### src/rtl/conv_pass_sequencer.sv
// Layer-level pass scheduler: walks (output channel, input channel) pairs, sequencing the
// weight load, one window-counter pass, the MAC drain and the per-output-channel write-back.
module conv_pass_sequencer #(
  parameter int CH_W      = 8,
  parameter int SIZE_W    = 8,
  parameter int DRAIN_CYC = 2,
  parameter int TIMEOUT   = 65535
) (
  input  logic              clk,
  input  logic              rst_n,
  input  logic              start,
  input  logic              abort,
  input  logic [SIZE_W-1:0] cfg_size,
  input  logic [CH_W-1:0]   cfg_in_ch,
  input  logic [CH_W-1:0]   cfg_out_ch,
  output logic [SIZE_W-1:0] cnt_size,
  output logic              cnt_enable,
  input  logic              cnt_end,
  output logic              w_load_req,
  input  logic              w_load_ack,
  output logic              acc_clear,
  output logic              ofmap_wr,
  output logic [CH_W-1:0]   in_ch_idx,
  output logic [CH_W-1:0]   out_ch_idx,
  output logic              busy,
  output logic              done,
  output logic              err
);

  typedef enum logic [2:0] {
    S_IDLE,
    S_WLOAD,
    S_RUN,
    S_GAP,
    S_DRAIN,
    S_WRITE,
    S_DONE
  } state_t;

  localparam int DRAIN_W = (DRAIN_CYC > 1) ? $clog2(DRAIN_CYC) : 1;

  state_t             state_reg;
  logic [CH_W-1:0]    in_ch_reg;
  logic [CH_W-1:0]    out_ch_reg;
  logic [DRAIN_W-1:0] drain_cnt_reg;
  logic [15:0]        wd_cnt_reg;
  logic               cfg_bad;

  assign cfg_bad = (cfg_in_ch == '0) || (cfg_out_ch == '0) || (cfg_size < SIZE_W'(2));

  // All outputs are registered; pulse outputs are set on the edge entering the state they belong to.
  always_ff @(posedge clk or negedge rst_n) begin
    if (!rst_n) begin
      state_reg     <= S_IDLE;
      in_ch_reg     <= '0;
      out_ch_reg    <= '0;
      drain_cnt_reg <= '0;
      wd_cnt_reg    <= '0;
      cnt_size      <= '0;
      cnt_enable    <= 1'b0;
      w_load_req    <= 1'b0;
      acc_clear     <= 1'b0;
      ofmap_wr      <= 1'b0;
      in_ch_idx     <= '0;
      out_ch_idx    <= '0;
      busy          <= 1'b0;
      done          <= 1'b0;
      err           <= 1'b0;
    end else begin
      acc_clear <= 1'b0;
      ofmap_wr  <= 1'b0;
      done      <= 1'b0;
      err       <= 1'b0;
      if (abort) begin
        state_reg     <= S_IDLE;
        drain_cnt_reg <= '0;
        wd_cnt_reg    <= '0;
        cnt_size      <= '0;
        cnt_enable    <= 1'b0;
        w_load_req    <= 1'b0;
        in_ch_idx     <= '0;
        out_ch_idx    <= '0;
        busy          <= 1'b0;
      end else begin
        case (state_reg)
          S_IDLE: begin
            if (start) begin
              cnt_size   <= cfg_size;
              in_ch_reg  <= cfg_in_ch;
              out_ch_reg <= cfg_out_ch;
              if (cfg_bad) begin
                err <= 1'b1;
              end else begin
                in_ch_idx  <= '0;
                out_ch_idx <= '0;
                w_load_req <= 1'b1;
                acc_clear  <= 1'b1;
                busy       <= 1'b1;
                state_reg  <= S_WLOAD;
              end
            end
          end
          S_WLOAD: begin
            if (w_load_ack) begin
              w_load_req <= 1'b0;
              cnt_enable <= 1'b1;
              wd_cnt_reg <= '0;
              state_reg  <= S_RUN;
            end
          end
          S_RUN: begin
            // The counter keeps asserting end while enabled, so leave on the first one seen.
            if (cnt_end) begin
              cnt_enable <= 1'b0;
              state_reg  <= S_GAP;
            end else if (wd_cnt_reg == 16'(TIMEOUT - 1)) begin
              cnt_enable <= 1'b0;
              err        <= 1'b1;
              busy       <= 1'b0;
              in_ch_idx  <= '0;
              out_ch_idx <= '0;
              state_reg  <= S_IDLE;
            end else begin
              wd_cnt_reg <= wd_cnt_reg + 16'd1;
            end
          end
          S_GAP: begin
            if (in_ch_idx < in_ch_reg - CH_W'(1)) begin
              in_ch_idx  <= in_ch_idx + CH_W'(1);
              w_load_req <= 1'b1;
              state_reg  <= S_WLOAD;
            end else begin
              drain_cnt_reg <= '0;
              state_reg     <= S_DRAIN;
            end
          end
          S_DRAIN: begin
            if (drain_cnt_reg == DRAIN_W'(DRAIN_CYC - 1)) begin
              ofmap_wr  <= 1'b1;
              state_reg <= S_WRITE;
            end else begin
              drain_cnt_reg <= drain_cnt_reg + DRAIN_W'(1);
            end
          end
          S_WRITE: begin
            if (out_ch_idx < out_ch_reg - CH_W'(1)) begin
              out_ch_idx <= out_ch_idx + CH_W'(1);
              in_ch_idx  <= '0;
              w_load_req <= 1'b1;
              acc_clear  <= 1'b1;
              state_reg  <= S_WLOAD;
            end else begin
              done      <= 1'b1;
              state_reg <= S_DONE;
            end
          end
          S_DONE: begin
            busy      <= 1'b0;
            state_reg <= S_IDLE;
          end
          default: begin
            state_reg <= S_IDLE;
          end
        endcase
      end
    end
  end

endmodule
### config.mk
export PLATFORM = sky130hd
export DESIGN_NAME = conv_pass_sequencer
export DESIGN_NICKNAME = d
export VERILOG_FILES = /design/src/rtl/conv_pass_sequencer.sv
export SDC_FILE = /design/constraint.sdc
export NUM_CORES = 1
export LEC_CHECK = 0
export ABC_AREA = 1
export ABC_CLOCK_PERIOD_IN_PS = 2600
export CELL_PAD_IN_SITES_DETAIL_PLACEMENT = 0
export CELL_PAD_IN_SITES_GLOBAL_PLACEMENT = 1
export CORE_UTILIZATION = 25
export DETAILED_ROUTE_END_ITERATION = 10
export PLACE_DENSITY_LB_ADDON = 0.1
export SYNTH_ARGS = -nofsm -noshare
export SYNTH_HDL_FRONTEND = slang
export SYNTH_SLANG_ARGS = --single-unit
### constraint.sdc
create_clock -name clk -period 2.6 [get_ports clk]
set_input_delay 0.52 -clock clk [delete_from_list [all_inputs] [get_ports clk]]
set_output_delay 0.52 -clock clk [all_outputs]
set_load 0.01 [all_outputs]
==> flow_summary.ini, run 1 <==
[die]
start_util = 0.258
die-area_um2 = 17700
placementRows = 47
io_pins = 61
die_h_um = 133
die_w_um = 133
core_um2 = 16700

[yosys]
synthArstFlopShare = 1.00
synth_nets = 625
ys_warn_count = 0
avgSynthCellArea_um2 = 7.48
ys_types = 39
syn_inst = 575
syn_area_um2 = 4300
synth_flop_cell = dfrtp_1
synth-seq-area-share = 0.390
ys_ff_latch = 67
synth-edff-count = 0

[setup_path]
cp.arrival_ns = 2.72
critPathLaunchType = flop
critical_path_class = reg2reg
cp_top_family = compound AO/OA/AOI/OAI gates
critPathMaxStageDelay_ns = 0.44
cp_slowest_cell = dfrtp_2
cp_cell_sequence = nor2_2, nand4_1, buf_4, xor2_1, ha_1, a21oi_1, o21a_1, nand2_1, a21oi_4, buf_4, nand3_1, nand2_1
cp_data_required_time_ns = 2.89
crit_path_max_fanout = 5
crit_buf_inv = 2
end_kind = flop

[clock_tree]
clockRootBuffer = clkbuf_16
cts_buffers = 9
cts.sinks = 67
cts_buffer_depth = 2
postCtsHoldBufs = 0
cts_tree = built
cts_htree_levels = 3
path_clk_slew_ns = 0.06
clk_latency_ns = 0.35

[final_layout]
diodes = 0
layout.nets = 701
syn_to_final_growth_pct = 30.3
post-route-util = 0.336
layout-drive-gt1-share = 0.122
fin_area_um2 = 5600
final_cell_count_no_fill = 876
largest_reg_flops = 16
fill_cells = 1813

[timing]
finalCriticalPeriod_ns = 2.43
final_max_slew_viol_count = 0
rsz0062_at_grt = no
finalSetupViolCount = 0
fin_skew_ns = 0.00904
tns_ns = 0
fmax_mhz = 411
hold_viol_final = 0
finalCritPeriodShare = 0.936
slew_headroom = 0.638
worst_slew_pin_slew_ns = 0.543

[grt]
grt_max_degree = 48
grt_pass1_vias = 3905
grt_usage = 0.152
grt_pass1_wl_mm = 20.7
grt_antenna_before_repair = 0
grt-ovfl-total = 0

[route]
detail_route.vias_per_cell = 4.50
ant_nets = 0
first_pass_iters = 6
vias = 3938
drc = 0
wire_per_inst_um = 14.3
drt_iter0_drc = 198
routed_wirelength_mm = 12.5

[place]
placed_cell_area_um2 = 5220
dp_cells = 858
io_buffers = 60
globalplace.congestion = 0.820
hpwl_mm = 9.32

[power_and_ir_drop]
p_per_area_nw_per_um2 = 782
p_total_uw = 4380
ir_drop_uv = 384
p_leak_uw = 0.00259

[job]
maxCapViolations = 0

[status]
status = complete, no violations

[worst_hold_path]
hold_path.class = in2async
==> worst reg2reg max path, stage by stage, from the launching register on <==
cell     delay [ns]
dfrtp_2        0.44
nor2_2         0.11
nand4_1        0.15
buf_4          0.17
xor2_1         0.14
ha_1           0.29
a21oi_1        0.14
o21a_1         0.14
nand2_1        0.13
a21oi_4        0.31
buf_4          0.18
nand3_1        0.08
nand2_1        0.08
==> power breakdown <==
group,internal [uW],switching [uW]
logic,630,981
registers,1230,168
clock network,866,502
total,2730,1650
==> per-layer routing <==
metal  vias to the layer above  GRT usage  share of wire
met1                      1853      0.206           0.50
met5                         -          0              0
met3                        12     0.0251          0.026
met4                         0     0.0606          0.017
met2                        54      0.241           0.46
li1                       2019          -              -
==> timing repair <==
item                       4_1_cts  5_1_grt
setup buffers                    0        2
resized for setup                0       10
setup endpoints to repair        0       20
==> area by class of cell <==
| type | count | area (um^2) | area share |
|---|---|---|---|
| clock buffers | 10 | 239 | 0.0426 |
| clock inverters | 6 | 88.8 | 0.0159 |
| inverters | 64 | 240 | 0.0429 |
| multi-input cells | 434 | 2350 | 0.419 |
| flip-flops and latches | 67 | 1680 | 0.299 |
| well taps | 220 | 275 | 0.0491 |
| repair buffers | 75 | 737 | 0.132 |
==> cells in the mapped netlist (3+ instances only) <==
cell type	number	area, um^2
nor2_2	3	18.8
a21oi_1	14	70.1
buf_2	3	15.0
nand3_1	49	245
xnor2_1	6	52.6
o21ai_0	39	195
ha_1	20	250
xor2_1	16	140
nor3_1	11	55.1
nand4_1	14	87.6
nand3_2	3	30.0
inv_1	56	210
nand2_1	151	567
inv_2	7	26.3
o21a_1	3	22.5
nand2_2	9	56.3
buf_6	4	45.0
dfrtp_1	67	1680
nor2_1	70	263
nor2_4	4	45.0
==> worst paths after layout <==
kind	startpoint	end	slack, ns	depth (start not counted)
min in group clk	w_load_req$_DFFE_PN0P_	w_load_req$_DFFE_PN0P_	0.48	2
setup reg to reg	out_ch_reg[2]$_DFFE_PN0P_	in_ch_idx[1]$_DFFE_PN0P_	0.17	12
hold / removal	rst_n	cnt_enable$_DFFE_PN0P_	0.16	1
max in group asynchronous	rst_n	out_ch_reg[2]$_DFFE_PN0P_	1.76	2
hold reg to reg	w_load_req$_DFFE_PN0P_	w_load_req$_DFFE_PN0P_	0.48	2
setup / recovery	out_ch_reg[2]$_DFFE_PN0P_	in_ch_idx[1]$_DFFE_PN0P_	0.17	12
==> logic make-up (layout without fill, tap and decap cells) <==
logic type | count (synthesis) | count (layout) | synth area share
AO/OA/AOI/OAI | 68 | 68 | 0.0910
XOR/XNOR | 22 | 22 | 0.0448
adder cells (fa/ha/maj) | 20 | 20 | 0.0582
buffers and inverters | 74 | 155 | 0.0727
flip-flops | 67 | 67 | 0.390
AND/OR/NAND/NOR | 324 | 324 | 0.344
==> through the flow <==
| stage | setup slack, ns | hold WS [ns] |
|---|---|---|
| 2_1_floorplan | 0.372 | 0.224 |
| 3_3_place_gp | 0.104 | 0.481 |
| 3_5_place_dp | 0.0690 | 0.464 |
| 4_1_cts | 0.0605 | 0.173 |
| 5_1_grt | 0.00817 | 0.204 |
| 6_report | 0.166 | 0.155 |
==> cells in the final DEF, fill, tap and decap left out, drive strengths merged, types with 2 or more instances in the layout <==
cell | netlist | layout
ha | 20 | 20
nor2 | 79 | 79
nand2 | 161 | 161
clkdlybuf4s50 | 0 | 59
xnor2 | 6 | 6
o21ai | 42 | 42
clkbuf | 3 | 10
nand3 | 52 | 52
a21oi | 17 | 17
a31o | 2 | 2
bufinv | 0 | 2
clkinv | 1 | 3
buf | 7 | 16
nand4 | 14 | 14
clkinvlp | 0 | 2
xor2 | 16 | 16
dfrtp | 67 | 67
nor4 | 2 | 2
o21a | 3 | 3
nor3 | 13 | 13
inv | 63 | 63
or2 | 2 | 2
No activity file was read; power rests on OpenSTA's default activity.
==> inputs of run 2 (changes only) <==
REMOVE_ABC_BUFFERS = 1   (was unset)
==> run 2 against run 1 <==
Core utilization is 0.29 points lower. Sequential cell count unchanged. Sequential power barely moved. Clock skew up 0.00055 ns. Register-to-register slack about the same. Fmax grew 0.21%. Combinational power is essentially flat. Sequential share of layout area up 0.26 points. Highest routed layer unchanged.
==> flow_summary.ini, run 2 (same netlist as run 1, synthesis figures left out) <==
[job]
maxCapViolations = 0

[final_layout]
post-route-util = 0.333
final_common_cell = nand2_1
layout-drive-gt1-share = 0.129
layout.nets = 705
final_cell_count_no_fill = 880
syn_to_final_growth_pct = 29.1
largest_reg_flops = 16
mostFrequentLayoutCells = nand2_1, nor2_1, dfrtp_1, clkdlybuf4s50_1, inv_1
fin_area_um2 = 5560
diodes = 0

[timing]
slew_headroom = 0.714
fin_skew_ns = 0.00959
finalCritPeriodShare = 0.934
final_max_slew_viol_count = 0
finalCriticalPeriod_ns = 2.43
worst_slew_pin_slew_ns = 0.425
finalSetupViolCount = 0
layout_setup_ws_ns = 0.172
fmax_mhz = 412
tns_ns = 0
hold_viol_final = 0
rsz0062_at_grt = no

[clock_tree]
cts_buffer_depth = 2
cts_tree = built
cts_buffers = 9
clockRootBuffer = clkbuf_16
path_clk_slew_ns = 0.05
cts.sinks = 67
clk_latency_ns = 0.34
cts_htree_levels = 3

[setup_path]
cp_slowest_cell = dfrtp_1
cp_top_family = simple AND/OR/NAND/NOR gates
cp_common_cell = nand2_1
cp_cell_sequence = inv_1, ha_1, nand2_1, nor3_2, xor2_1, ha_1, nand2_1, o21a_1, nand2_2, a21oi_4, buf_4, nand3_1, nand2_1
critPathMaxStageDelay_ns = 0.37
cp_data_required_time_ns = 2.88
crit_path_max_fanout = 6
critPathLaunchType = flop
end_kind = flop
critical_path_class = reg2reg
cp.arrival_ns = 2.70
rrSetupSlack_ns = 0.17
crit_buf_inv = 2

[grt]
grt_antenna_before_repair = 0
use_met3 = 0.0342
grt-ovfl-total = 0
grt_usage = 0.149
grt_max_degree = 34
top_usage_layer = met2
grt_pass1_vias = 3937
grt_pass1_wl_mm = 20.6
grt_use_met1 = 0.207
met2_usage = 0.228

[die]
die_h_um = 133
placementRows = 47
core_um2 = 16700
io_pins = 61
die_w_um = 133
start_util = 0.258
die-area_um2 = 17700

[route]
detail_route.vias_per_cell = 4.53
routed_wirelength_mm = 12.3
wire_per_inst_um = 13.9
drc = 0
first_pass_iters = 4
ant_nets = 0
drt_iter0_drc = 119
vias = 3987

[place]
globalplace.congestion = 0.774
placed_cell_area_um2 = 5230
dp_cells = 860
io_buffers = 60
hpwl_mm = 9.15
pre_cts_ws_ns = -0.0746

[power_and_ir_drop]
p_leak_uw = 0.00257
p_per_area_nw_per_um2 = 750
ir_drop_uv = 326

[status]
status = complete, no violations

[worst_hold_path]
hold_path.class = in2async
run 2: changes by cell type in the layout (fill, tap and decap cells not counted), moves of 2 or more:
cell	before	now
buf_4	12	17
o21ai_0	39	36
o21ai_1	2	5
bufinv_16	2	0
clkbuf_1	0	2
clkinv_2	1	3
run 2: final timing paths:
check,from,to,depth (start not counted)
worst max-delay path,out_ch_reg[0]$_DFFE_PN0P_,out_ch_idx[2]$_DFFE_PN0P_,13
worst min-delay path,rst_n,out_ch_idx[1]$_DFFE_PN0P_,1
worst max register to register,out_ch_reg[0]$_DFFE_PN0P_,out_ch_idx[2]$_DFFE_PN0P_,13
worst min register to register,busy$_DFFE_PN0P_,busy$_DFFE_PN0P_,2
max in group asynchronous,rst_n,wd_cnt_reg[12]$_DFFE_PN0P_,2
min in group clk,busy$_DFFE_PN0P_,busy$_DFFE_PN0P_,2
run 2: where the power goes:
group	switching (uW)	leakage, uW	internal, uW	total [uW]
clock network	479	0.000125	641	1120
registers	177	0.000899	1240	1410
logic	989	0.00154	644	1630
total	1640	0.00257	2520	4160
run 2: timing repair:
item | 4_1_cts | 5_1_grt
buffers inserted | 0 | 4
cloned | 0 | 0
resized for setup | 3 | 12
pin swaps | 1 | 5
endpoints found under the setup margin | 13 | 16
hold buffers | 0 | 0
run 2: stage by stage:
step | power [uW] | hold WS, ns
floorplan | 2450 | 0.224
global placement | 3020 | 0.462
detailed placement | 3030 | 0.454
CTS | 4190 | 0.0873
global route | 4550 | 0.106
finish | 4160 | 0.0886
run 2: final cells by class:
cell class                 count  area (um^2)
clock inverter                 5         30.0
timing repair buffer          79          754
fill                        1832        11100
tap                          220          275
multi-input combinational    434         2340
clock buffer                  11          233
sequential                    67         1680
inverter                      64          240
run 2: layer usage:
metal | vias up | part of all wire
met1 | 1868 | 0.49
li1 | 2030 | -
met5 | - | 0
met4 | 0 | 0.014
met2 | 77 | 0.45
met3 | 12 | 0.040
==> inputs of run 3 (changes only) <==
ABC_AREA = unset   (was 1)
==> run 3 against run 2 <==
The run now ends with negative setup slack left. Cell area grew 1.0%. Non-clock buffer count grew 37. Fmax shrank 14%. Power shrank 0.44%. Worst hold slack gained 0.13 ns. Critical path type unchanged. Count of clock-buffer cells in the layout grew 1. Via count shrank 11%. Critical path depth shrank 2. Synthesized cell count shrank 27%. Cell count shrank 18%. Combinational power is essentially flat.
==> flow_summary.ini, run 3 <==
[status]
status = finished with violations
violations = negative setup slack

[route]
first_pass_iters = 5
detail_route.vias_per_cell = 4.90
vias = 3553
drt_iter0_drc = 102
drc = 0
wire_per_inst_um = 15.7
routed_wirelength_mm = 11.4
ant_nets = 0

[setup_path]
critPathMaxStageDelay_ns = 0.56
cp.arrival_ns = 3.05
critPathLaunchType = flop
crit_path_max_fanout = 4
startpoint = out_ch_reg[5]$_DFFE_PN0P_
cp_data_required_time_ns = 2.81
critical_path_class = reg2reg
cp_slowest_cell = or4_4
end_kind = flop
r2r_start = out_ch_reg[5]$_DFFE_PN0P_
cp_cell_sequence = or4_4, nor4_4, xnor2_1, ha_1, a21oi_2, o21ai_2, o21a_1, a311o_1, buf_6, o31ai_2, o31ai_1

[timing]
slew_headroom = 0.485
worst_slew_pin_slew_ns = 0.770
fin_skew_ns = 0.00649
final_max_slew_viol_count = 0
rsz0062_at_grt = yes
tns_ns = -2.08
hold_slack_ns = 0.214
fmax_mhz = 352
finalCritPeriodShare = 1.09
finalCriticalPeriod_ns = 2.84
finalSetupViolCount = 16
hold_viol_final = 0
layout_setup_ws_ns = -0.237

[final_layout]
diodes = 0
syn_to_final_growth_pct = 45.6
final_common_cell = dfrtp_1
layout.nets = 583
fill_cells = 1526
mostFrequentLayoutCells = dfrtp_1, clkdlybuf4s50_1, buf_4, nand2_1, nor2_1
largest_reg_flops = 16
layout-drive-gt1-share = 0.240

[power_and_ir_drop]
p_total_uw = 4150
p_leak_uw = 0.00238
ir_drop_uv = 341
p_switching_uw = 1410
p_per_area_nw_per_um2 = 739
seq_power_share = 0.337
p_clk_frac = 0.266
power_frac_comb = 0.398
intPower_uw = 2740
switching_share = 0.340

[clock_tree]
cts_buffer_depth = 2
cts.sinks = 67
cts_htree_levels = 3
postCtsHoldBufs = 0
cts_tree = built
cts_buffers = 9
clockRootBuffer = clkbuf_16
path_clk_slew_ns = 0.06
clk_latency_ns = 0.34

[yosys]
ys_warn_count = 0
synth_flop_cell = dfrtp_1
syn_area_um2 = 3850
ys_types = 53
synth_top_cell_area_share = 0.435
ys_ff_latch = 67
yosysMostFrequentCell = dfrtp_1
synth-seq-area-share = 0.435
synthArstFlopShare = 1.00
synth-edff-count = 0
synth_area_leaders = dfrtp_1, ha_1, o21ai_0
ys_top_cells_by_count = dfrtp_1, nand2_1, nor2_1, o21ai_0, a21oi_1
synth_top_cell_by_area = dfrtp_1
syn_inst = 417
avgSynthCellArea_um2 = 9.24

[grt]
grt_usage = 0.154
grt_pass1_vias = 3606
grt-ovfl-total = 0
grt_pass1_wl_mm = 19.0
grt_max_degree = 68
grt_antenna_before_repair = 0

[place]
io_buffers = 60
pre_cts_ws_ns = -0.469
globalplace.congestion = 0.786
hpwl_mm = 8.34

[die]
io_pins = 61
die-area_um2 = 15900
die_h_um = 126
start_util = 0.254
die_w_um = 126
placementRows = 45
core_um2 = 15100

[job]
maxCapViolations = 0

[worst_hold_path]
hold_path.class = in2async
[run 3: layout make-up]
cell class                      instances  area (um^2)  share of cell area
Inverter                               16         60.1              0.0107
Multi-Input combinational cell        323         2300               0.410
Timing Repair Buffer                  116         1080               0.192
Sequential cell                        67         1680               0.299
Clock buffer                           12          246              0.0439
Tap cell                              188          235              0.0419
Clock inverter                          3         15.0             0.00267
[run 3: power by group through the flow]
stage               clock (uW)  combinational (uW)  sequential (uW)
floorplan                    0                 760             1420
detailed placement           0                1520             1380
CTS                       1150                1620             1400
global route              1190                1830             1420
finish                    1100                1650             1400
global placement             0                1500             1390
[run 3: routing by layer]
metal / GRT usage / vias up / wire length [um]
li1: - / 1766 / -
met1: 0.204 / 1716 / 5520
met2: 0.243 / 58 / 5240
met3: 0.0331 / 13 / 397
met4: 0.0659 / 0 / 194
met5: 0 / - / 0
[run 3: stage by stage]
step / area [um^2] / std cells / util
floorplan: 3810 / 406 / -
global placement: 5060 / 705 / 0.334
detailed placement: 5060 / 705 / 0.334
CTS: 5490 / 722 / 0.363
global route: 5610 / 725 / 0.371
finish: 5610 / 725 / 0.371
[run 3: worst paths after layout]
path / slack [ns] / endpoint / cells after the start
worst max-delay path: -0.24 / out_ch_idx[4]$_DFFE_PN0P_ / 11
worst max register to register: -0.24 / out_ch_idx[4]$_DFFE_PN0P_ / 11
max in group asynchronous: 2.08 / busy$_DFFE_PN0P_ / 2
worst min-delay path: 0.21 / in_ch_idx[2]$_DFFE_PN0P_ / 2
min in group clk: 0.50 / cnt_size[6]$_DFFE_PN0P_ / 1
worst min register to register: 0.50 / cnt_size[6]$_DFFE_PN0P_ / 1
[run 3: cells by family (layout without fill, tap and decap cells)]
kind of cell    Yosys count  in the layout  synth area share
flops                    67             67             0.435
simple gates            167            167             0.226
xor+xnor                 18             18            0.0409
fa+ha+maj                20             20            0.0649
buf+inv                  27            147            0.0269
compound gates          105            105             0.169
mux                      13             13            0.0377
[run 3: critical path: cells and delay by family, from the launching register on]
kind	cells	cell delay (ns)
buffers and inverters	1	0.16
AND/OR/NAND/NOR	2	0.71
XOR/XNOR	1	0.15
adder cells (fa/ha/maj)	1	0.28
flip-flops	1	0.37
AO/OA/AOI/OAI	6	1.05
[run 3: timing repair]
action / 4_1_cts / 5_1_grt
setup buffers: 3 / 4
pin swaps: 15 / 11
gates resized for setup: 45 / 25
endpoints found under the setup margin: 22 / 22
